`config.mk`:
```
export PLATFORM = sky130hd
export DESIGN_NAME = note_scheduler
export DESIGN_NICKNAME = d
export VERILOG_FILES = /design/src/rtl/note_sched_pkg.sv /design/src/rtl/note_scheduler_rr_pick.sv /design/src/rtl/note_scheduler.sv
export SDC_FILE = /design/constraint.sdc
export NUM_CORES = 1
export LEC_CHECK = 0
export CAP_MARGIN = 0
export CORE_UTILIZATION = 55
export DETAILED_ROUTE_END_ITERATION = 6
export MAX_ROUTING_LAYER = met4
export PLACE_DENSITY = 0.86
export SYNTH_ARGS = -nofsm -noshare
export SYNTH_HDL_FRONTEND = slang
export SYNTH_SLANG_ARGS = --single-unit
```
`constraint.sdc`:
```
create_clock -name clkSelect -period 5.4 [get_ports clkSelect]
set_input_delay 0.54 -clock clkSelect [delete_from_list [all_inputs] [get_ports clkSelect]]
set_output_delay 0.54 -clock clkSelect [all_outputs]
set_load 0.05 [all_outputs]
```
`src/rtl/note_sched_pkg.sv`:
```
// Shared types and defaults for the note spawn scheduler.
// State encoding is visible on the top-level state port.
package note_sched_pkg;

  typedef enum logic [2:0] {
    ST_IDLE   = 3'd0,
    ST_PLAY   = 3'd1,
    ST_PAUSED = 3'd2,
    ST_DRAIN  = 3'd3,
    ST_DONE   = 3'd4
  } state_e;

  localparam int STATE_W      = 3;
  localparam int NUM_COLS_DEF = 4;
  localparam int NOTES_DEF    = 32;
  localparam int MIN_GAP_DEF  = 2;
  localparam int DRAIN_DEF    = 8;

endpackage

```
`src/rtl/note_scheduler_rr_pick.sv`:
```
// Round-robin picker: first eligible column at or above ptr,
// wrapping modulo N. Purely combinational.
module rr_pick #(
  parameter int N  = 4,
  parameter int PW = (N > 1) ? $clog2(N) : 1
) (
  input  logic [N-1:0]  eligible,
  input  logic [PW-1:0] ptr,
  output logic          grant_valid,
  output logic [PW-1:0] grant_idx
);

  logic [PW-1:0] idx;

  always_comb begin
    grant_valid = 1'b0;
    grant_idx   = '0;
    idx         = '0;
    for (int k = 0; k < N; k++) begin
      idx = PW'((int'(ptr) + k) % N);
      if (!grant_valid && eligible[idx]) begin
        grant_valid = 1'b1;
        grant_idx   = idx;
      end
    end
  end

endmodule

```
`src/rtl/note_scheduler.sv`:
```
// Round controller for the falling-note game: paces spawns per
// tempo tick, enforces per-column spacing, drains and signals done.
module note_scheduler
  import note_sched_pkg::*;
#(
  parameter int NUM_COLS        = NUM_COLS_DEF,
  parameter int NOTES_PER_ROUND = NOTES_DEF,
  parameter int MIN_GAP         = MIN_GAP_DEF,
  parameter int DRAIN_TICKS     = DRAIN_DEF
) (
  input  logic                clkSelect,
  input  logic                reset,
  input  logic                start,
  input  logic                pause,
  input  logic                tick,
  input  logic [NUM_COLS-1:0] req,
  output logic [NUM_COLS-1:0] spawn,
  output logic [STATE_W-1:0]  state,
  output logic [5:0]          notes_left,
  output logic                round_done
);

  localparam int PW = (NUM_COLS > 1) ? $clog2(NUM_COLS) : 1;
  localparam int GW = (MIN_GAP > 0) ? $clog2(MIN_GAP + 1) : 1;
  localparam int DW = (DRAIN_TICKS > 0) ? $clog2(DRAIN_TICKS + 1) : 1;

  state_e              state_q;
  state_e              state_d;
  state_e              ret_q;
  logic [5:0]          notes_q;
  logic [PW-1:0]       ptr_q;
  logic [GW-1:0]       gap_q [NUM_COLS];
  logic [DW-1:0]       drain_q;
  logic [NUM_COLS-1:0] spawn_q;
  logic [NUM_COLS-1:0] spawn_d;
  logic                done_q;
  logic                done_d;

  logic [NUM_COLS-1:0] eligible;
  logic                gnt_v;
  logic [PW-1:0]       gnt_idx;
  logic                play_tick;
  logic                drain_tick;
  logic                grant;
  logic                last_note;
  logic                drain_end;
  logic                can_start;

  assign can_start  = (state_q == ST_IDLE) || (state_q == ST_DONE);
  assign play_tick  = (state_q == ST_PLAY) && tick && !pause;
  assign drain_tick = (state_q == ST_DRAIN) && tick && !pause;
  assign grant      = play_tick && gnt_v;
  assign last_note  = grant && (notes_q <= 6'd1);
  assign drain_end  = drain_tick && (drain_q <= DW'(1));

  always_comb begin
    eligible = '0;
    for (int i = 0; i < NUM_COLS; i++) begin
      eligible[i] = req[i] && (gap_q[i] == '0);
    end
  end

  rr_pick #(
    .N  (NUM_COLS),
    .PW (PW)
  ) u_pick (
    .eligible    (eligible),
    .ptr         (ptr_q),
    .grant_valid (gnt_v),
    .grant_idx   (gnt_idx)
  );

  always_ff @(posedge clkSelect or negedge reset) begin
    if (!reset) begin
      state_q <= ST_IDLE;
    end else begin
      state_q <= state_d;
    end
  end

  always_comb begin
    state_d = state_q;
    unique case (state_q)
      ST_IDLE, ST_DONE: begin
        if (start) state_d = ST_PLAY;
      end
      ST_PLAY: begin
        if (pause)          state_d = ST_PAUSED;
        else if (last_note) state_d = ST_DRAIN;
      end
      ST_PAUSED: begin
        if (!pause) state_d = ret_q;
      end
      ST_DRAIN: begin
        if (pause)          state_d = ST_PAUSED;
        else if (drain_end) state_d = ST_DONE;
      end
      default: state_d = ST_IDLE;
    endcase
  end

  always_comb begin
    spawn_d = '0;
    if (grant) spawn_d[gnt_idx] = 1'b1;
    done_d = (state_q == ST_DRAIN) && (state_d == ST_DONE);
  end

  always_ff @(posedge clkSelect or negedge reset) begin
    if (!reset) begin
      ret_q   <= ST_IDLE;
      notes_q <= '0;
      ptr_q   <= '0;
      drain_q <= '0;
      spawn_q <= '0;
      done_q  <= 1'b0;
      for (int i = 0; i < NUM_COLS; i++) begin
        gap_q[i] <= '0;
      end
    end else begin
      spawn_q <= spawn_d;
      done_q  <= done_d;
      if (state_q != ST_PAUSED && state_d == ST_PAUSED) begin
        ret_q <= state_q;
      end
      if (can_start && start) begin
        notes_q <= 6'(NOTES_PER_ROUND);
      end else if (grant && notes_q != '0) begin
        notes_q <= notes_q - 6'd1;
      end
      if (grant) begin
        ptr_q <= (gnt_idx == PW'(NUM_COLS - 1)) ? '0 : gnt_idx + 1'b1;
      end
      // the winner reloads its spacing; everyone else counts down
      if (play_tick) begin
        for (int i = 0; i < NUM_COLS; i++) begin
          if (grant && gnt_idx == PW'(i)) begin
            gap_q[i] <= GW'(MIN_GAP);
          end else if (gap_q[i] != '0) begin
            gap_q[i] <= gap_q[i] - 1'b1;
          end
        end
      end
      if (last_note) begin
        drain_q <= DW'(DRAIN_TICKS);
      end else if (drain_tick && drain_q != '0) begin
        drain_q <= drain_q - 1'b1;
      end
    end
  end

  assign spawn      = spawn_q;
  assign state      = state_q;
  assign notes_left = notes_q;
  assign round_done = done_q;

endmodule

```
After elaboration in Yosys (flattened, before gate mapping)
Cells that the tools add are included.
- add/subtract/negate cells: 10
- order comparisons: 8
- equal/unequal tests: 10
- multiplexer cells: 39
- reductions and logical operators: 52
- operator list (operator ; number):
    $mux W2 ; 13
    $logic_and A1 B1 Y1 ; 24
    $reduce_bool A2 Y1 ; 10
    $mux W3 ; 6
    $lt A2 B3 Y1 const B ; 5
    $mux W4 ; 3
    $mux W6 ; 2
    $pmux W3 S4 ; 1
    $logic_not A2 Y1 ; 5
    $eq A3 B2 Y1 const B ; 3
    $mux W1 ; 9
    $bmux W1 S2 ; 4
    $reduce_and A2 Y1 ; 4
    $sub A2 B1 Y2 const B ; 4
    $eq A3 B3 Y1 const B ; 2
    $le A6 B1 Y1 const B ; 1
    $reduce_bool A6 Y1 ; 1
    $sub A6 B1 Y6 const B ; 1
    $add A2 B1 Y2 const B ; 2
    $add A2 B2 Y2 const B ; 2
    $eq A2 B2 Y1 const B ; 2
    $le A4 B1 Y1 const B ; 1
    $logic_not A1 Y1 ; 4
    $reduce_bool A4 Y1 ; 1
    9 further kinds ; 9
- flip-flop bits (word level): 31
- bits of input ports: 9
- output and inout bits: 14
- logic and storage cells: 130

Depth between registers and ports, before layout
Gate-level depths: netlist of the first run.
- depth after elaboration: 21
- mapped depth: 10

Modules after synthesis
Synthesis of the first run repeated with hierarchy kept, for this count alone.
- cells, all modules: 182
- area, all modules: 1765.4 um^2
- modules (own cells, without submodules) (module ; times used ; cells each ; area each (um^2) ; sequential area each (um^2)):
    note_scheduler ; 1 ; 167 ; 1687.9 ; 775.7
    rr_pick ; 1 ; 15 ; 77.6 ; 0.0

Least setup slack after synthesis of the first run
Ideal clock, no wire load.
- kind: reg-to-reg
- start: register notes_q[2], in the netlist notes_left[2]
- end: register ret_q[1]
- data arrival time: 2210 ps
- required time: 5272 ps
- path slack: 3062 ps
- cell stages (with the launch flop): 6
- cells stage by stage: dfrtp_1 or4_1 a311oi_1 o21ai_0 a211oi_2 mux2_1
- longest elaborated chain between the ends: 7
- RTL lines (item ; RTL line ; text):
    start, declared ; note_scheduler.sv:30 ; logic [5:0] notes_q;
    start signal, assigned ; note_scheduler.sv:126 ; notes_q <= 6'(NOTES_PER_ROUND);
    start signal, assigned ; note_scheduler.sv:128 ; notes_q <= notes_q - 6'd1;
    $le A6 B1 Y1 ; note_scheduler.sv:53 ; assign last_note = grant && (notes_q <= 6'd1);
    $logic_and A1 B1 Y1 ; note_scheduler.sv:53 ;
    $mux W3 ; note_scheduler.sv:89 ; else if (last_note) state_d = ST_DRAIN;
    $mux W3 ; note_scheduler.sv:88 ; if (pause) state_d = ST_PAUSED;
    $pmux W3 S4 ; note_scheduler.sv:83 ; unique case (state_q)
    $eq A3 B2 Y1 ; note_scheduler.sv:122 ; if (state_q != ST_PAUSED && state_d == ST_PAUSED) begin
    $logic_and A1 B1 Y1 ; note_scheduler.sv:122 ;
    end signal, assigned ; note_scheduler.sv:123 ; ret_q <= state_q;
    end, declared ; note_scheduler.sv:29 ; state_e ret_q;
Every way passes these cells.
A chain may end at the register's enable or synchronous reset.

Worst setup path after layout of the first run
- start: input port pause
- end: register drain_q[1]
- longest elaborated chain between the ends: 5
- elaborated cells between the ends (all ways): 8
- those cells by class: mux (1); reduce/logical (7)
- RTL lines (item ; RTL line ; text):
    start, declared ; note_scheduler.sv:14 ; input logic pause,
    $logic_not A1 Y1 (*) ; n/a ;
    $logic_and A1 B1 Y1 ; note_scheduler.sv:50 ; assign play_tick = (state_q == ST_PLAY) && tick && !pause;
    $logic_and A1 B1 Y1 ; note_scheduler.sv:52 ; assign grant = play_tick && gnt_v;
    $logic_and A1 B1 Y1 ; note_scheduler.sv:53 ;
    $mux W4 / $reduce_bool A2 Y1 (equally long branches) ; n/a ;
    end signal, assigned ; note_scheduler.sv:144 ; drain_q <= DW'(DRAIN_TICKS);
    end signal, assigned ; note_scheduler.sv:146 ; drain_q <= drain_q - 1'b1;
    end, declared ; note_scheduler.sv:33 ; logic [DW-1:0] drain_q;
Mark *: on every way between the ends. The rest lies on a longest branch, timed or not.

==> reports/qor.yml, run 1 <==
dp.final_hpwl_mm: 2.75
initial_core_util_pct: 57.5
cts_sinks: 31
yosysMostFrequentCell: "dfrtp_1"
detail-route-antenna-nets: 0
numPlacedInstances: 244
post-route-period-util_pct: 54.4
die_h_microns: 58.3
crit_type: "input pin to flip-flop"
synth_top_area_share_pct: 44.6
cap_viol_max_count: 0
fin_skew_ns: 0.0110
routed-via-count: 1414
clkLatencyLatePin_ns: 0.34
die_x_microns: 58.3
fill_cells: 252
ys_ff_latch: 31
avgSynthCellArea_sq_um: 9.72
drive_above_1_share_pct: 8.25
synth_top_family_by_area: "simple AND/OR/NAND/NOR gates"
met1_usage_pct: 28.8
synthMuxAreaShare_pct: 1.29
hold_violations: 0
async_flop_share_pct: 100
synth_nets: 201
multi_input_area_sq_um: 900
grt_use_met2_pct: 43.2
power_density_nw_per_um2: 569
synth.distinct_cells: 45
fmax_mhz: 340
cts_made_buffers: 5
dr.first_iter.drc_count: 38
rsz0062_at_grt: "false"
routed_wirelength_mm: 3.67
io_pins: 23
met3_usage_pct: 7.37
setup_violations: 0
start_kind: "input pin"
root_buffer: "clkbuf_4"
drc: 0
firstDrtPassIters: 4
period_needed_ns: 2.94
postLayoutCoreUtil_pct: 67.8
p_leak_nw: 0.919
antenna_cells: 0
setup_tns_ns: 0
yosys-top-cells-area: "dfrtp_1 (45%), ha_1 (9.3%), nor2_1 (5.8%)"
stdcell_count: 250
cp-end-kind: "flip-flop"
routed_via_density: 5.66
synth-simple-area-share_pct: 23.4
cp.required_ns: 5.58
cts_buffer_depth: 2
arrival_ns: 3.12
gp_congestion: 0.933
slew_headroom_pct: 13.2
regArea_sq_um: 776
synth_edf_count: 0
clkTransAtPathRegs_ns: 0.09
grt_use_total_pct: 25.8
gr-max-usage-layer: "met2"
status: "finished clean"
synth_top_area_cell: "dfrtp_1"
worst_pin_slew_ns: 1.29
synth-compound-area-share_pct: 12.6
worst_slack_ns: 2.46
syn_area_sq_um: 1740
cts-htree-levels: 2
synth-xor-area-share_pct: 5.03
cts_tree: "done"
antenna_found_initial: 0
synthAdderAreaFrac_pct: 9.35
syn_inst: 179
coreArea_sq_um: 3030
synthTopCellsByCount: "dfrtp_1 (31), nor2_1 (27), inv_1 (14)"
synth_ff_type: "dfrtp_1"
cts-resized-gates: 0
die_area_sq_um: 3390
dp_slack_ns: 2.10
synth_warnings: 0
routedWlPerCell_microns: 14.7
overflow: 0
min_path_type: "flip-flop to flip-flop"
area_growth_pct: 17.9
cts_setup_buffers: 0
grt_pass1_vias: 1409
critPathMaxFanout: 13
yosysSeqAreaShare_pct: 44.6
vdd_drop_max_v: 0.000325
ctsHoldBuffers: 0
nets: 229
grt_max_degree: 32
io_buffers: 22
rows: 20
final_max_slew_viol_count: 0
grt_pass1_wl_mm: 6.36
-- cell type report --
cell class / count / share of cell area [%]
repair buffers: 23 / 11.1
inverters: 14 / 2.56
clock buffers: 6 / 2.01
flip-flops and latches: 31 / 37.8
multi-input cells: 132 / 43.8
well taps: 44 / 2.68
-- layout by cell type, fill, tap and decap left out, types with 2 or more instances in the layout --
| cell | synthesis | routed |
|---|---|---|
| clkbuf_4 | 0 | 5 |
| nand2_1 | 11 | 11 |
| xnor2_1 | 6 | 6 |
| nand4_1 | 2 | 2 |
| or3_2 | 2 | 2 |
| nor2_1 | 27 | 27 |
| a311oi_1 | 2 | 2 |
| clkdlybuf4s50_1 | 0 | 22 |
| ha_1 | 13 | 13 |
| and3_1 | 2 | 2 |
| nor2b_1 | 4 | 4 |
| a31o_2 | 2 | 2 |
| dfrtp_1 | 31 | 31 |
| a211oi_1 | 2 | 2 |
| and2_1 | 6 | 6 |
| a211o_1 | 2 | 2 |
| xor2_1 | 4 | 4 |
| inv_1 | 14 | 14 |
| nand3_1 | 6 | 6 |
| or3_1 | 2 | 2 |
| nor3_1 | 5 | 5 |
| a21oi_1 | 7 | 7 |
| o21ai_0 | 5 | 5 |
-- flip-flops by register name (all words and copies together), names as in the netlist --
name,flops
ptr_q,2
drain_q,4
round_done,1
spawn,4
gap_q,8
ret_q,3
notes_left,6
state,3
-- critical path, stage by stage --
cell             delay (ns)
clkdlybuf4s50_1        0.54
or3b_4                 0.47
a311oi_1               1.03
nor3b_2                0.44
a211oi_1               0.10
-- metrics by stage --
step | hold WS, ns | power [mW] | instance area (sq um)
floorplan | 0.244 | 0.863 | 1740
global placement | 0.468 | 0.996 | 2010
detailed placement | 0.478 | 1.04 | 2010
CTS | 0.497 | 1.17 | 2050
global route | 0.534 | 1.26 | 2050
finish | 0.509 | 1.17 | 2050
-- kinds of logic (layout without fill, tap and decap cells) --
| kind of cell | Yosys count | after routing |
|---|---|---|
| flops | 31 | 31 |
| fa+ha+maj | 13 | 13 |
| xor+xnor | 10 | 10 |
| compound gates | 30 | 30 |
| buf+inv | 16 | 43 |
| simple gates | 77 | 77 |
| mux | 2 | 2 |
-- layer usage --
metal | up-vias | share of wire [%]
met2 | 34 | 50
met3 | 13 | 3.9
met4 | 0 | 1.9
li1 | 681 | -
met5 | - | 0
met1 | 686 | 44
-- where the power goes --
part	switching, mW	internal [mW]	leakage [nW]
sequential	0.0987	0.319	0.390
clock	0.0753	0.0462	0.0242
combinational	0.379	0.249	0.505
total	0.553	0.614	0.919
-- final timing paths --
kind                            depth (start not counted)    endpoint  slack, ns  startpoint
worst max-delay path                                    5  drain_q[1]       2.46       pause
worst min-delay path                                    1    ret_q[0]       0.51    ret_q[0]
worst max register to register                          6  drain_q[1]       2.73    gap_q[4]
worst min register to register                          1    ret_q[0]       0.51    ret_q[0]
max in group asynchronous                               2    gap_q[6]       4.53       reset
min in group asynchronous                               2    ptr_q[0]       0.58       reset
Note: power is estimated with default switching activity, not from simulation.
==> run 2, diff against run 1 <==
Settings changed: CORE_UTILIZATION 55 to 54, PLACE_DENSITY 0.86 to 0.84.
Clock period 5.4 ns to 2.9 ns, I/O delays scaled along.
==> reports/qor.yml, run 2 (same netlist as run 1, synthesis figures left out) <==
final_common_cell: "dfrtp_1"  # unchanged
routed_wirelength_mm: 3.35  # was 3.67 mm
die_x_microns: 58.8  # was 58.3 microns
grt_pass1_wl_mm: 5.64  # was 6.36 mm
total_power_mw: 2.14  # was 1.17 mW
crit_family: "simple AND/OR/NAND/NOR gates"  # was compound AO/OA/AOI/OAI gates
firstDrtPassIters: 6  # was 4
coreArea_sq_um: 3050  # was 3030 sq um
initial_core_util_pct: 57.0  # was 57.5%
crit_chain: "inv_1, ha_1, nand2_1, a21oi_1, o31a_1, a21oi_1, nand2_1, ha_1, and2_1, or3_1"  # was clkdlybuf4s50_1, or3b_4, a311oi_1, nor3b_2, a211oi_1
power_switching_mw: 0.989  # was 0.553 mW
io_pins: 23  # unchanged
setup_violations: 0  # unchanged
ctsHoldBuffers: 0  # unchanged
cp.required_ns: 3.12  # was 5.58 ns
cts_sinks: 31  # unchanged
cts-resized-gates: 0  # unchanged
seq_power_share_pct: 35.9  # was 35.8%
drc: 0  # unchanged
grt_use_total_pct: 22.8  # was 25.8%
p_leak_nw: 0.935  # was 0.919 nW
rows: 20  # unchanged
die_area_sq_um: 3450  # was 3390 sq um
min_path_type: "input pin to asynchronous set/reset pin"  # was flip-flop to flip-flop
regMostFlops: "gap_q"  # unchanged
cts_setup_buffers: 0  # unchanged
grt_pass1_vias: 1313  # was 1409
vdd_drop_max_v: 0.000638  # was 0.000325 V
critPathMaxFanout: 6  # was 13
cts_buffer_depth: 2  # unchanged
largest_reg_flops: 8  # unchanged
antenna_found_initial: 0  # unchanged
postLayoutCoreUtil_pct: 68.0  # was 67.8%
final_max_slew_viol_count: 0  # unchanged
cpMaxStageDelayCell: "dfrtp_1"  # was a311oi_1
overflow: 0  # unchanged
dp.final_hpwl_mm: 2.61  # was 2.75 mm
period_needed_ns: 2.32
fmax_mhz: 430
routed-via-count: 1373  # was 1414
status: "finished clean"  # unchanged
area_growth_pct: 19.2  # was 17.9%
antenna_cells: 0  # unchanged
power_density_nw_per_um2: 1030  # was 569 nW/um^2
slowest_delay_ns: 0.37  # was 1.03 ns
final_cell_area_sq_um: 2070  # was 2050 sq um
clkLatencyLatePin_ns: 0.33  # was 0.34 ns
post-route-period-util_pct: 80.1
cap_viol_max_count: 0  # unchanged
drive_above_1_share_pct: 9.57  # was 8.25%
cp-end-kind: "flip-flop"  # unchanged
arrival_ns: 2.54  # was 3.12 ns
dpl_cell_area_sq_um: 2030  # was 2010 sq um
cts_made_buffers: 5  # unchanged
layout.cells.most_common_list: "dfrtp_1 (31), nor2_1 (27), clkdlybuf4s50_1 (22)"  # unchanged
clockPowerShare_pct: 10.2  # was 10.4%
stdcell_count: 253  # was 250
timing.critical_path.from: "gap_q[2]"  # was pause
rsz0062_at_grt: "false"  # unchanged
root_buffer: "clkbuf_4"  # unchanged
fin_skew_ns: 0.00773  # was 0.0110 ns
cts-htree-levels: 2  # unchanged
routed_via_density: 5.43  # was 5.66
die_h_microns: 58.8  # was 58.3 microns
detail-route-antenna-nets: 0  # unchanged
dr.first_iter.drc_count: 58  # was 38
clkTransAtPathRegs_ns: 0.09  # about the same
setup_tns_ns: 0  # unchanged
rr_startpoint: "gap_q[2]"  # was gap_q[4]
gp_congestion: 0.915  # was 0.933
crit_type: "flip-flop to flip-flop"  # was input pin to flip-flop
slew_headroom_pct: 64.2  # was 13.2%
grt_max_degree: 32  # unchanged
nets: 232  # was 229
p_int_mw: 1.15  # was 0.614 mW
comb_power_share_pct: 53.9  # was 53.8%
swShare_pct: 46.3  # was 47.4%
worst_pin_slew_ns: 0.535  # was 1.29 ns
critPathBufInv: 1  # unchanged
io_buffers: 22  # unchanged
start_kind: "flip-flop"  # was input pin
numPlacedInstances: 247  # was 244
routedWlPerCell_microns: 13.2  # was 14.7 microns
hold_violations: 0  # unchanged
cts_tree: "done"  # unchanged
## run 2: stage by stage
stage                     setup WS (ns)  hold WS [ns]
after global routing              0.440         0.373
after floorplan                   0.562      -0.00559
after CTS                         0.555         0.343
final                             0.576         0.331
after global placement            0.351         0.469
after detailed placement          0.289         0.479
## run 2: worst paths after layout
check	to	slack, ns	cells past startpoint
worst max-delay path	gap_q[3]	0.58	10
worst min-delay path	drain_q[2]	0.33	2
worst max register to register	gap_q[3]	0.58	10
worst min register to register	ret_q[0]	0.50	1
max in group asynchronous	ptr_q[0]	2.28	2
min in group clkSelect	ret_q[0]	0.50	1
## run 2: metal layers
metal / wire [microns] / global-route usage (%) / vias up
met4: 89 / 12.2 / 0
li1: - / - / 683
met2: 1680 / 36.7 / 42
met5: 0 / - / -
met3: 202 / 6.59 / 9
met1: 1380 / 25.6 / 639
## run 2: layout make-up
type / instances / area, sq um
multi-input cells: 132 / 900
clock buffers: 6 / 41.3
flip-flops and latches: 31 / 776
fillers: 265 / 978
well taps: 44 / 55.1
repair buffers: 26 / 250
inverters: 14 / 52.6
## run 2: power by group through the flow
stage	combinational [mW]	sequential, mW	clock, mW
4_1_cts	1.16	0.765	0.227
5_1_grt	1.28	0.791	0.241
3_3_place_gp	1.11	0.759	0
2_1_floorplan	0.672	0.935	0
6_report	1.15	0.767	0.219
3_5_place_dp	1.15	0.772	0
## run 2: worst reg2reg max path: stages, from the launching register on
cell and delay [ns]:
dfrtp_1 0.37, inv_1 0.05, ha_1 0.22, nand2_1 0.18, a21oi_1 0.07, o31a_1 0.24, a21oi_1 0.19, nand2_1 0.13
ha_1 0.22, and2_1 0.17, or3_1 0.37
==> run 3, diff against run 2 <==
Settings changed: CORE_UTILIZATION 54 to 49, PLACE_DENSITY 0.84 to 0.81.
Clock period 2.9 ns to 2.11 ns, I/O delays scaled along.
==> reports/qor.yml, run 3 (same netlist as run 1, synthesis figures left out) <==
status: "finished with violations"  # was finished clean
violations: "negative setup slack"
cap_viol_max_count: 0  # unchanged
clkTransAtPathRegs_ns: 0.09  # about the same
setup_violations: 1  # was 0
cts_sinks: 31  # unchanged
ctsHoldBuffers: 0  # unchanged
routed_wirelength_mm: 4.14  # was 3.35 mm
fin_skew_ns: 0.00400  # was 0.00773 ns
clkLatencyLatePin_ns: 0.34  # was 0.33 ns
grt_pass1_vias: 1523  # was 1313
gp_congestion: 0.902  # was 0.915
cts_made_buffers: 5  # unchanged
cts_tree: "done"  # unchanged
fmax_mhz: 473  # was 430 MHz
cts_buffer_depth: 2  # unchanged
io_pins: 23  # unchanged
grt_use_total_pct: 24.7  # was 22.8%
fill_cells: 254  # was 265
power_density_nw_per_um2: 1500  # was 1030 nW/um^2
rows: 21  # was 20
antenna_found_initial: 0  # unchanged
met1_usage_pct: 27.3  # was 25.6%
gr-max-usage-layer: "met2"  # unchanged
root_buffer: "clkbuf_4"  # unchanged
arrival_ns: 2.34  # was 2.54 ns
critPathMaxFanout: 3  # was 6
nets: 262  # was 232
postLayoutCoreUtil_pct: 73.0  # was 68.0%
p_leak_nw: 1.10  # was 0.935 nW
dr.first_iter.drc_count: 47  # was 58
antenna_cells: 0  # unchanged
reg2reg_slack_ns: -0.006  # was 0.58 ns
cp.required_ns: 2.33  # was 3.12 ns
area_growth_pct: 41.0  # was 19.2%
die_h_microns: 61.6  # was 58.8 microns
detail-route-antenna-nets: 0  # unchanged
cts-htree-levels: 2  # unchanged
post-route-period-util_pct: 100  # was 80.1%
firstDrtPassIters: 4  # was 6
dp.final_hpwl_mm: 2.92  # was 2.61 mm
final_common_cell: "buf_4"  # was dfrtp_1
multi_input_area_sq_um: 1040  # was 900 sq um
die_area_sq_um: 3790  # was 3450 sq um
rsz0062_at_grt: "true"  # was false
final_max_slew_viol_count: 0  # unchanged
routedWlPerCell_microns: 14.4  # was 13.2 microns
min_path_type: "input pin to asynchronous set/reset pin"  # unchanged
grt_max_degree: 32  # unchanged
crit_type: "flip-flop to flip-flop"  # unchanged
grt_use_met2_pct: 41.6  # was 36.7%
coreArea_sq_um: 3360  # was 3050 sq um
hold_violations: 0  # unchanged
largest_reg_flops: 8  # unchanged
die_x_microns: 61.6  # was 58.8 microns
vdd_drop_max_v: 0.000967  # was 0.000638 V
start_kind: "flip-flop"  # unchanged
io_buffers: 22  # unchanged
grt_pass1_wl_mm: 6.49  # was 5.64 mm
regArea_sq_um: 782  # was 776 sq um
worst_pin_slew_ns: 0.509  # was 0.535 ns
regMostFlops: "gap_q"  # unchanged
worst_slack_ns: -0.00611  # was 0.576 ns
overflow: 0  # unchanged
met3_usage_pct: 7.56  # was 6.59%
setup_tns_ns: -0.00611  # was 0 ns
layout.cells.most_common_list: "buf_4 (34), nor2_1 (27), dfrtp_1 (26)"  # was dfrtp_1 (31), nor2_1 (27), clkdlybuf4s50_1 (22)
slew_headroom_pct: 66.0  # was 64.2%
routed_via_density: 5.36  # was 5.43
drc: 0  # unchanged
period_needed_ns: 2.12  # was 2.32 ns
cp-end-kind: "flip-flop"  # unchanged
drive_above_1_share_pct: 36.1  # was 9.57%
routed-via-count: 1537  # was 1373
initial_core_util_pct: 51.7  # was 57.0%
-- run 3: cell type report --
type / count / share of cell area, %
timing repair buffer: 56 / 19.4
multi-input combinational: 132 / 42.2
sequential: 31 / 31.9
clock inverter: 1 / 0.204
clock buffer: 7 / 1.84
inverter: 14 / 2.14
tap: 46 / 2.35
-- run 3: metrics by stage --
| step | hold WS [ns] | power [mW] | worst slack, ns | cells | area (sq um) |
|---|---|---|---|---|---|
| 2_1_floorplan | -0.0846 | 2.25 | -0.0774 | 179 | 1770 |
| 3_3_place_gp | 0.468 | 2.84 | -0.179 | 272 | 2240 |
| 3_5_place_dp | 0.480 | 2.96 | -0.236 | 272 | 2240 |
| 4_1_cts | 0.269 | 3.44 | 0.00588 | 284 | 2360 |
| 5_1_grt | 0.281 | 3.94 | -0.0307 | 287 | 2450 |
| 6_report | 0.258 | 3.67 | -0.00611 | 287 | 2450 |
-- run 3: what timing repair did --
action,in CTS,in global routing
resized for setup,14,21
setup endpoints to repair,5,5
setup buffers,4,3
pin swaps,8,10
-- run 3: critical path: stages (launching register included) --
cell and delay [ns]:
dfrtp_1 0.36, inv_1 0.08, ha_4 0.18, nand2_2 0.09, a21oi_1 0.05, o31a_1 0.30, a21oi_2 0.16, nand2_1 0.10
ha_2 0.19, and2_4 0.14, or3_1 0.36
-- run 3: final timing paths --
path / from / to / cells after the start
min in group clkSelect: ret_q[0] / ret_q[0] / 1
worst max register to register: gap_q[2] / gap_q[3] / 10
worst min-delay path: reset / gap_q[7] / 2
worst max-delay path: gap_q[2] / gap_q[3] / 10
worst min register to register: ret_q[0] / ret_q[0] / 1
max in group asynchronous: reset / state[2] / 2
-- run 3: report_power, final --
part           internal [mW]  switching, mW  leakage, nW  total, mW
Clock                  0.130          0.200       0.0293      0.329
Combinational           1.09           1.22        0.690       2.31
Sequential             0.825          0.207        0.384       1.03
Total                   2.04           1.62         1.10       3.67
-- run 3: layer usage --
| layer | routed length, microns | vias up |
|---|---|---|
| met3 | 181 | 9 |
| met2 | 2120 | 38 |
| met1 | 1730 | 740 |
| li1 | - | 750 |
| met5 | 0 | - |
| met4 | 114 | 0 |
